--- config.mk ---
export PLATFORM = sky130hd
export DESIGN_NAME = ram_ecc_scrub_ctrl
export DESIGN_NICKNAME = d
export VERILOG_FILES = /design/src/rtl/ram_ecc_scrub_pkg.sv /design/src/rtl/ram_ecc_sat_cnt.sv /design/src/rtl/ram_ecc_scrub_ctrl.sv
export SDC_FILE = /design/constraint.sdc
export NUM_CORES = 1
export LEC_CHECK = 0
export ABC_AREA = 0
export ABC_CLOCK_PERIOD_IN_PS = 2650
export BUFFER_PORTS_ARGS = -buffer_cell sky130_fd_sc_hd__buf_2
export CAP_MARGIN = 20
export CORE_ASPECT_RATIO = 0.7
export CORE_MARGIN = 1.5
export CORE_UTILIZATION = 45
export DETAILED_ROUTE_END_ITERATION = 10
export MAX_ROUTING_LAYER = met4
export PLACE_DENSITY = 0.75
export SLEW_MARGIN = 20
export SYNTH_ARGS = -nofsm -noshare
export SYNTH_HDL_FRONTEND = slang
export SYNTH_HIERARCHICAL = 1
export SYNTH_SLANG_ARGS = --single-unit
--- constraint.sdc ---
create_clock -name CLK -period 2.65 [get_ports CLK]
set_input_delay 0.3975 -clock CLK [delete_from_list [all_inputs] [get_ports CLK]]
set_output_delay 0.3975 -clock CLK [all_outputs]
set_load 0.005 [all_outputs]
--- src/rtl/ram_ecc_scrub_pkg.sv ---
// ram_ecc_scrub_pkg: shared RAM geometry, scrubber FSM states and saturating increment
package ram_ecc_scrub_pkg;
  localparam int RAM_DEPTH  = 128;
  localparam int RAM_ADDR_W = 7;
  localparam int RAM_DATA_W = 20;
  typedef enum logic [1:0] {S_WAIT, S_READ, S_CHECK, S_WB} scrub_state_t;
  function automatic logic [31:0] sat_inc(input logic [31:0] v, input int unsigned w);
    logic [31:0] max_v;
    max_v = (w >= 32) ? '1 : ((32'd1 << w) - 32'd1);
    return (v == max_v) ? v : v + 32'd1;
  endfunction
endpackage

--- src/rtl/ram_ecc_sat_cnt.sv ---
// ram_ecc_sat_cnt: saturating event counter
// Ports: CLK, RESETN (async, active-low), i_inc (count one event), o_cnt (current count)
module ram_ecc_sat_cnt import ram_ecc_scrub_pkg::*; #(
  parameter int CNT_W = 16
) (
  input  logic             CLK,
  input  logic             RESETN,
  input  logic             i_inc,
  output logic [CNT_W-1:0] o_cnt
);
  logic [CNT_W-1:0] r_cnt;
  always_ff @(posedge CLK or negedge RESETN)
    if (!RESETN) r_cnt <= '0;
    else if (i_inc) r_cnt <= CNT_W'(sat_inc(32'(r_cnt), CNT_W));
  assign o_cnt = r_cnt;
endmodule

--- src/rtl/ram_ecc_scrub_ctrl.sv ---
// ram_ecc_scrub_ctrl: client/scrub arbiter and background ECC scrubber for the 128x20 ECC RAM
// Ports: CLK, RESETN (async, active-low); client read (c_rd_req, c_raddr -> c_rd_valid, c_rdata,
// c_rd_sb, c_rd_db); client write (c_wr_req, c_waddr, c_wdata); RAM drive (ram_raddr, ram_waddr,
// ram_wd, ram_wen) and returns (ram_rd, ram_sb_correct, ram_db_detect); scrub_en; status
// (sb_count, db_count, db_addr, db_irq, pass_done).
module ram_ecc_scrub_ctrl import ram_ecc_scrub_pkg::*; #(
  parameter int DEPTH          = RAM_DEPTH,
  parameter int ADDR_W         = RAM_ADDR_W,
  parameter int DATA_W         = RAM_DATA_W,
  parameter int SCRUB_INTERVAL = 1024,
  parameter int CNT_W          = 16
) (
  input  logic              CLK,
  input  logic              RESETN,
  input  logic              c_rd_req,
  input  logic [ADDR_W-1:0] c_raddr,
  output logic              c_rd_valid,
  output logic [DATA_W-1:0] c_rdata,
  output logic              c_rd_sb,
  output logic              c_rd_db,
  input  logic              c_wr_req,
  input  logic [ADDR_W-1:0] c_waddr,
  input  logic [DATA_W-1:0] c_wdata,
  output logic [ADDR_W-1:0] ram_raddr,
  output logic [ADDR_W-1:0] ram_waddr,
  output logic [DATA_W-1:0] ram_wd,
  output logic              ram_wen,
  input  logic [DATA_W-1:0] ram_rd,
  input  logic              ram_sb_correct,
  input  logic              ram_db_detect,
  input  logic              scrub_en,
  output logic [CNT_W-1:0]  sb_count,
  output logic [CNT_W-1:0]  db_count,
  output logic [ADDR_W-1:0] db_addr,
  output logic              db_irq,
  output logic              pass_done
);
  localparam logic [15:0]       RELOAD    = 16'(SCRUB_INTERVAL - 1);
  localparam logic [ADDR_W-1:0] LAST_ADDR = ADDR_W'(DEPTH - 1);
  scrub_state_t      r_state;
  logic [15:0]       r_interval;
  logic [ADDR_W-1:0] r_scrub_addr;
  logic [ADDR_W-1:0] r_db_addr;
  logic [DATA_W-1:0] r_wb_data;
  logic              r_rd_valid;
  logic              r_db_irq;
  logic              r_pass_done;
  logic              w_free;
  logic              w_hit;
  logic              w_sb;
  logic              w_db;
  logic              w_wb_fire;
  logic              w_adv;
  assign w_free    = !c_rd_req && !c_wr_req;
  // a client write to the word being scrubbed carries newer data, so it supersedes the write-back
  assign w_hit     = c_wr_req && (c_waddr == r_scrub_addr);
  assign w_db      = (r_state == S_CHECK) && ram_db_detect;
  assign w_sb      = (r_state == S_CHECK) && ram_sb_correct && !ram_db_detect;
  assign w_wb_fire = (r_state == S_WB) && !c_wr_req;
  assign w_adv     = ((r_state == S_CHECK) && !(w_sb && !w_hit)) ||
                     ((r_state == S_WB) && (w_wb_fire || w_hit));
  assign ram_raddr  = c_rd_req ? c_raddr : r_scrub_addr;
  assign ram_wen    = c_wr_req | w_wb_fire;
  assign ram_waddr  = c_wr_req ? c_waddr : r_scrub_addr;
  assign ram_wd     = c_wr_req ? c_wdata : r_wb_data;
  assign c_rd_valid = r_rd_valid;
  assign c_rdata    = ram_rd;
  assign c_rd_sb    = ram_sb_correct;
  assign c_rd_db    = ram_db_detect;
  assign db_addr    = r_db_addr;
  assign db_irq     = r_db_irq;
  assign pass_done  = r_pass_done;
  always_ff @(posedge CLK or negedge RESETN) begin
    if (!RESETN) begin
      r_state      <= S_WAIT;
      r_interval   <= RELOAD;
      r_scrub_addr <= '0;
      r_wb_data    <= '0;
      r_rd_valid   <= 1'b0;
      r_db_addr    <= '0;
      r_db_irq     <= 1'b0;
      r_pass_done  <= 1'b0;
    end else begin
      r_rd_valid  <= c_rd_req;
      r_db_irq    <= w_db;
      r_pass_done <= w_adv && (r_scrub_addr == LAST_ADDR);
      if (w_db) r_db_addr <= r_scrub_addr;
      if (w_adv) r_scrub_addr <= (r_scrub_addr == LAST_ADDR) ? '0 : r_scrub_addr + 1'b1;
      case (r_state)
        S_WAIT: if (scrub_en) begin
          r_interval <= (r_interval == '0) ? RELOAD : r_interval - 1'b1;
          if (r_interval == '0) r_state <= S_READ;
        end
        S_READ: if (w_free) r_state <= S_CHECK;
        S_CHECK: begin
          if (w_sb && !w_hit) r_wb_data <= ram_rd;
          r_state <= (w_sb && !w_hit) ? S_WB : S_WAIT;
        end
        default: if (w_adv) r_state <= S_WAIT;
      endcase
    end
  end
  ram_ecc_sat_cnt #(.CNT_W(CNT_W)) u_sb_cnt (.CLK(CLK), .RESETN(RESETN), .i_inc(w_sb), .o_cnt(sb_count));
  ram_ecc_sat_cnt #(.CNT_W(CNT_W)) u_db_cnt (.CLK(CLK), .RESETN(RESETN), .i_inc(w_db), .o_cnt(db_count));
endmodule

==> summary.md, run 1 <==
| Metric | Value |
|---|---|
| Synth Register Bits | 87 |
| Setup crit start kind | flop |
| Hold Worst Slack | 0.0497 ns |
| Mux cell area share after synthesis | 0.150 |
| Detailed Route Iter0 Violations | 229 |
| Vias per inst | 5.42 |
| Outcome | complete, no violations |
| Cells after Synth | 436 |
| Via count | 3,884 |
| Post-layout util | 0.573 |
| Crit end category | flop |
| Placement Setup Slack | 0.530 ns |
| Die Y | 90.1 um |
| CP required | 2.91 ns |
| Number of library cell types mapped by synthesis | 52 |
| Fin crit share | 0.806 |
| Setup Fix Bufs, Post-CTS | 0 |
| Port Buffers | 159 |
| Routed len/inst | 16.2 um |
| DRC viols | 0 |
| Post-synth EDFFs | 0 |
| Routed wire length | 11.6 mm |
| TritonCTS Sinks | 87 |
| DIE AREA | 11,500 sq um |
| Simple-Gate Fraction of Synth Area | 0.192 |
| Top cell family by delay on the critical path | simple AND/OR/NAND/NOR gates |
| Critical-path cell list | inv_1 > nor4b_4 > and3_1 > nand3_1 > nor3_1 > xor2_1 |
| Setup TNS | 0 ns |
| Core area | 10,400 sq um |
| Mapped cell area | 4870 sq um |
| Number of buffers created by CTS | 9 |
| Detailed-placement wirelength estimate | 8.83 mm |
| Final hold violations | 0 |
| Crit path buffers/inverters | 1 |
| Sequential share of the synthesized area | 0.449 |
| Worst setup margin | 0.515 ns |
| Slowest cell on the critical path | dfrtp_1 |
| Die X | 127 um |
| Max clock buf depth | 2 |
| Pleak | 2.99 nW |
| Dpl cells | 701 |
| DR WL met3 | 793 um |
| Post-cts resize count | 0 |
| Post-synthesis adder-cell area fraction | 0.0128 |
| Initial antenna violation count | 0 |
| Wl on met1 | 5.34 mm |
| Tmin final | 2.13 ns |
| Fillers | 872 |
| Max_cap viols | 0 |
| Setup CP Type | flop to flop |
| Fin cells | 717 |
| H-tree Lvls | 3 |
| Root Buffer Master | clkbuf_16 |
| Top post-synthesis cells by area | dfrtp_1 (40%), mux2_2 (15%), dfstp_2 (5.4%) |
| Peak VDD IR | 0.000409 V |
| Hold Buf Count CTS | 0 |
| Ys flop type | dfrtp_1 |
| Share of cells above drive strength 1 | 0.479 |
| First-pass GRT wire length | 19.2 mm |
| Top cell type's share of synthesized area | 0.395 |
| Mapped Nets | 502 |
| Register area | 2190 sq um |
| CP arrival | 2.39 ns |
| Commonest non-fill, non-tap cell in the layout | buf_2 |
| Post-Synth XOR/XNOR Area | 0.0665 |
| Pwr Density | 705 nW/um^2 |
| Relative slew slack | 0.624 |
| GP Congestion | 0.886 |
| YS warnings | 6 |
| Final antenna-violating net count | 0 |
| Pin count of the biggest net entering global routing | 46 |
| Row count | 31 |
| Slew of the pin with the lowest slew margin | 0.563 ns |
| Starting Density | 0.467 |
| DR pass1 iterations | 5 |
| Design area | 5980 sq um |
| Setup-failing EPs final | 0 |
| Final Slew Violations | 0 |
| Fin nets | 646 |
| Worst path max stage delay | 0.54 ns |
| Uppermost layer routed | met4 |
| Yosys top cell by area | dfrtp_1 |
| Largest family of logic cells by synthesized area | simple AND/OR/NAND/NOR gates |
| DP Area | 5700 sq um |
| Worst Clk Skew | 0.00523 ns |
| Area added between synthesis and finish | 22.7% |
| GRT Util Overall | 0.217 |
| Number of global-route vias before repair | 3,778 |
| Synth Area in Compound Gates | 0.0742 |
| Grt total ovfl | 0 |
| Unrepaired setup endpoints after global routing | no |
| CP Max Fanout | 9 |
| Ys async rst share | 1.00 |
| CTS tree | done |
| Met2 wire len | 5.29 mm |
| I/O pin total | 160 |
| Min-Delay Path Class | input pin to asynchronous set/reset pin |
| Clk pin slew, worst setup/hold paths | 0.06 ns |
| Maximum clock frequency | 0.468 GHz |
| Clock Latency Late Sink | 0.34 ns |
| Combined area of the multi-input logic cells | 2420 sq um |
| Ant diodes | 0 |
| Most frequent cells in the layout | buf_2 (158), dfrtp_1 (77), mux2_2 (63) |
| Avg Inst Size Synth | 11.2 sq um |
| Tot Pwr | 4.22 mW |
cell type report:
class                           count  share of cell area
Multi-Input combinational cell    303               0.404
Tap cell                          132              0.0276
Timing Repair Buffer              171               0.151
Clock inverter                      3             0.00293
Inverter                            8             0.00502
Clock buffer                       13              0.0435
Sequential cell                    87               0.366
registers in the layout, indices dropped and copies added, names as in the netlist:
name	cells
c_rd_valid	1
db_addr	7
db_irq	1
pass_done	1
r_interval	16
r_scrub_addr	7
r_state	2
r_wb_data	20
u_db_cnt/o_cnt	16
u_sb_cnt/o_cnt	16
cells in the mapped netlist (all sizes together), types with 10 or more instances:
cell type	count
mux2	65
buf	29
xnor2	13
dfrtp	77
dfstp	10
nor3	14
nand2	21
nor2	20
a21oi	14
nand3	21
nand4	14
o211ai	12
o21ai	12
xor2	24
logic make-up after synthesis:
logic type,Yosys count
and+or+nand+nor,141
muxes,65
adders and majority gates,5
xor gates and xnor gates,37
DFF,87
AOI/OAI and AO/OA,55
buffers and inverters,46
power breakdown:
part / switching [mW] / leakage, nW / internal, mW
clock network: 0.506 / 0.136 / 0.684
logic: 0.476 / 1.73 / 0.580
registers: 0.285 / 1.12 / 1.69
worst paths after layout:
check	slack (ns)	endpoint	start	cells after the start
worst min-delay path	0.05	u_db_cnt/o_cnt[0]$_DFFE_PN0P_	RESETN	1
worst min register to register	0.50	db_addr[5]$_DFFE_PN0P_	db_addr[5]$_DFFE_PN0P_	1
worst max-delay path	0.52	u_sb_cnt/o_cnt[9]$_DFFE_PN0P_	r_state[1]$_DFFE_PN0P_	6
min in group CLK	0.30	r_wb_data[6]$_DFFE_PN0P_	ram_rd[6]	2
max in group asynchronous	1.97	u_sb_cnt/o_cnt[2]$_DFFE_PN0P_	RESETN	2
worst max register to register	0.52	u_sb_cnt/o_cnt[9]$_DFFE_PN0P_	r_state[1]$_DFFE_PN0P_	6
metal layers:
| metal | global-route usage | vias up |
|---|---|---|
| met3 | 0.0601 | 16 |
| met4 | 0.0530 | 0 |
| met5 | - | - |
| li1 | - | 1849 |
| met2 | 0.325 | 146 |
| met1 | 0.294 | 1873 |
No activity file was read; power rests on OpenSTA's default activity.
==> run 2, diff against run 1 <==
ABC_CLOCK_PERIOD_IN_PS = 1900   (was 2650)
PLACE_DENSITY = 0.78   (was 0.75)
clock period = 1.9 ns   (was 2.65 ns; I/O delays follow)
==> run 2 against run 1 <==
Clock-buffer cell count shrank 3; worst hold slack improved by 0.14 ns; sequential share of layout area shrank 1.4 points; global-route usage is essentially flat; combinational power rose by 49%; sequential power is 38% higher; first-iteration DRC count fell by 9.6%; critical endpoint is now u_db_cnt/o_cnt[5]$_DFFE_PN0P_; core utilization rose by 2.3 points; via count increased by 1.1%; flip-flop and latch count stayed put; clock skew grew 0.0017 ns.
==> summary.md, run 2 (synthesis gave the netlist of run 1 again) <==
| Metric | Value |
|---|---|
| Design area | 6220 sq um (+3.9%) |
| Clk pin slew, worst setup/hold paths | 0.07 ns (about the same) |
| GP Congestion | 0.875 (-1.2%) |
| Port Buffers | 159 (unchanged) |
| Grt total ovfl | 0 (unchanged) |
| DRC viols | 0 (unchanged) |
| Routed len/inst | 15.9 um (-1.4%) |
| Commonest non-fill, non-tap cell in the layout | buf_2 |
| Row count | 31 (unchanged) |
| Worst Clk Skew | 0.00693 ns (+0.00170 ns) |
| CTS tree | done |
| Clock power share | 0.311 (+0.029) |
| Final antenna-violating net count | 0 (unchanged) |
| Clock Latency Late Sink | 0.34 ns (about the same) |
| CP required | 2.12 ns (-0.79 ns) |
| Core area | 10,400 sq um (unchanged) |
| Ant diodes | 0 (unchanged) |
| I/O pin total | 160 (unchanged) |
| Combinational share of power | 0.253 (+0.003) |
| Via count | 3,928 (+1.1%) |
| Fin nets | 663 (+2.6%) |
| Tmin final | 1.85 ns (-0.284 ns) |
| DR pass1 iterations | 4 (-1) |
| Critical-path cell list | ha_1 > nand3_1 > nor4_1 > nor3b_1 > xor2_1 |
| Pleak | 3.09 nW (+3.6%) |
| Max clock buf depth | 2 (unchanged) |
| Hold Worst Slack | 0.190 ns (+0.141 ns) |
| Relative slew slack | 0.593 (-0.0315) |
| Crit end category | flop |
| Vias per inst | 5.35 (-1.2%) |
| TritonCTS Sinks | 87 (unchanged) |
| DIE AREA | 11,500 sq um (unchanged) |
| Fillers | 854 (-2.1%) |
| Pin count of the biggest net entering global routing | 87 (+89%) |
| Setup-failing EPs final | 0 (unchanged) |
| Root Buffer Master | clkbuf_16 |
| Internal power | 4.41 mW (+50%) |
| Number of buffers created by CTS | 9 (unchanged) |
| Peak VDD IR | 0.000617 V (+51%) |
| Detailed-placement wirelength estimate | 8.78 mm (-0.52%) |
| Slowest cell on the critical path | nor4_1 |
| CP Max Fanout | 4 (-5) |
| Most flops, register | r_wb_data |
| CP arrival | 2.07 ns (-0.32 ns) |
| Setup CP Type | flop to flop |
| Setup crit start kind | flop |
| Max FFs per register | 20 (unchanged) |
| Final Slew Violations | 0 (unchanged) |
| GRT Util Overall | 0.218 (about the same) |
| Final hold violations | 0 (unchanged) |
| Pwr Density | 1000 nW/um^2 (+42%) |
| Psw | 1.82 mW (+43%) |
| Outcome | complete, no violations |
| Top cell family by delay on the critical path | simple AND/OR/NAND/NOR gates |
| Worst path max stage delay | 0.60 ns (+0.06 ns) |
| Initial antenna violation count | 0 (unchanged) |
| H-tree Lvls | 3 (unchanged) |
| Min-Delay Path Class | input pin to flop |
| Routed wire length | 11.7 mm (+0.91%) |
| First-pass GRT wire length | 19.1 mm (-0.47%) |
| DP Area | 5830 sq um (+2.3%) |
| Die X | 127 um (unchanged) |
| Fin crit share | 0.974 (+0.168) |
| Starting Density | 0.467 (unchanged) |
| Maximum clock frequency | 0.540 GHz (+15%) |
| Reg power frac | 0.436 (-0.031) |
| Share of cells above drive strength 1 | 0.507 (+0.0280) |
| Slew of the pin with the lowest slew margin | 0.605 ns (+0.0416 ns) |
| Number of global-route vias before repair | 3,839 (+1.6%) |
| Switching Share | 0.292 (-0.00888) |
| Detailed Route Iter0 Violations | 207 (-9.6%) |
| Area added between synthesis and finish | 27.5% |
| Max_cap viols | 0 (unchanged) |
| Most frequent cells in the layout | buf_2 (158), dfrtp_1 (76), mux2_2 (63) |
| Crit path buffers/inverters | 0 (-1) |
| Die Y | 90.1 um (unchanged) |
-- run 2: layer usage --
metal  part of all wire  global-route usage  routed length (um)  vias up
li1                   -                   -                   -     1886
met1               0.44               0.281                5130     1877
met2               0.48               0.350                5630      152
met3              0.067              0.0470                 786       13
met4              0.013              0.0549                 152        0
met5                  0                   -                   0        -
-- run 2: final cells by class --
| cell class | count | area, sq um | share of cell area |
|---|---|---|---|
| Tap cell | 132 | 165 | 0.0266 |
| Inverter | 8 | 30.0 | 0.00483 |
| Timing Repair Buffer | 188 | 1060 | 0.170 |
| Sequential cell | 87 | 2190 | 0.352 |
| Multi-Input combinational cell | 303 | 2440 | 0.393 |
| Clock inverter | 6 | 92.6 | 0.0149 |
| Clock buffer | 10 | 239 | 0.0384 |
-- run 2: final timing paths --
path	startpoint	end	slack, ns	cells past startpoint
setup reg to reg	u_db_cnt/o_cnt[0]$_DFFE_PN0P_	u_db_cnt/o_cnt[5]$_DFFE_PN0P_	0.05	5
min in group asynchronous	RESETN	r_interval[10]$_DFFE_PN0P_	0.28	2
hold reg to reg	db_addr[6]$_DFFE_PN0P_	db_addr[6]$_DFFE_PN0P_	0.50	1
hold / removal	ram_rd[7]	r_wb_data[7]$_DFFE_PN0P_	0.19	2
max in group asynchronous	RESETN	r_interval[0]$_DFFE_PN1P_	0.98	3
setup / recovery	u_db_cnt/o_cnt[0]$_DFFE_PN0P_	u_db_cnt/o_cnt[5]$_DFFE_PN0P_	0.05	5
-- run 2: timing repair --
| item | in CTS | in global routing |
|---|---|---|
| gates resized for setup | 0 | 8 |
| buffers inserted | 0 | 2 |
| hold buffers | 1 | 0 |
| setup endpoints to repair | 0 | 27 |
| hold endpoints to repair | 1 | 0 |
-- run 2: power groups by stage --
stage | combinational (mW) | clock, mW | sequential, mW
floorplan | 0.980 | 0 | 2.68
global placement | 1.52 | 0 | 2.69
detailed placement | 1.57 | 0 | 2.73
CTS | 1.59 | 1.98 | 2.71
global route | 1.76 | 2.06 | 2.79
finish | 1.58 | 1.94 | 2.72
-- run 2: per-stage QoR --
step / cells / setup TNS [ns] / worst slack (ns) / util / total power [mW]
2_1_floorplan: 436 / 0 / 0.0391 / - / 3.66
3_3_place_gp: 715 / 0 / 0.106 / 0.559 / 4.22
3_5_place_dp: 715 / 0 / 0.0363 / 0.559 / 4.31
4_1_cts: 732 / 0 / 0.0143 / 0.592 / 6.27
5_1_grt: 734 / -0.00222 / -0.00181 / 0.596 / 6.61
6_report: 734 / 0 / 0.0494 / 0.596 / 6.23
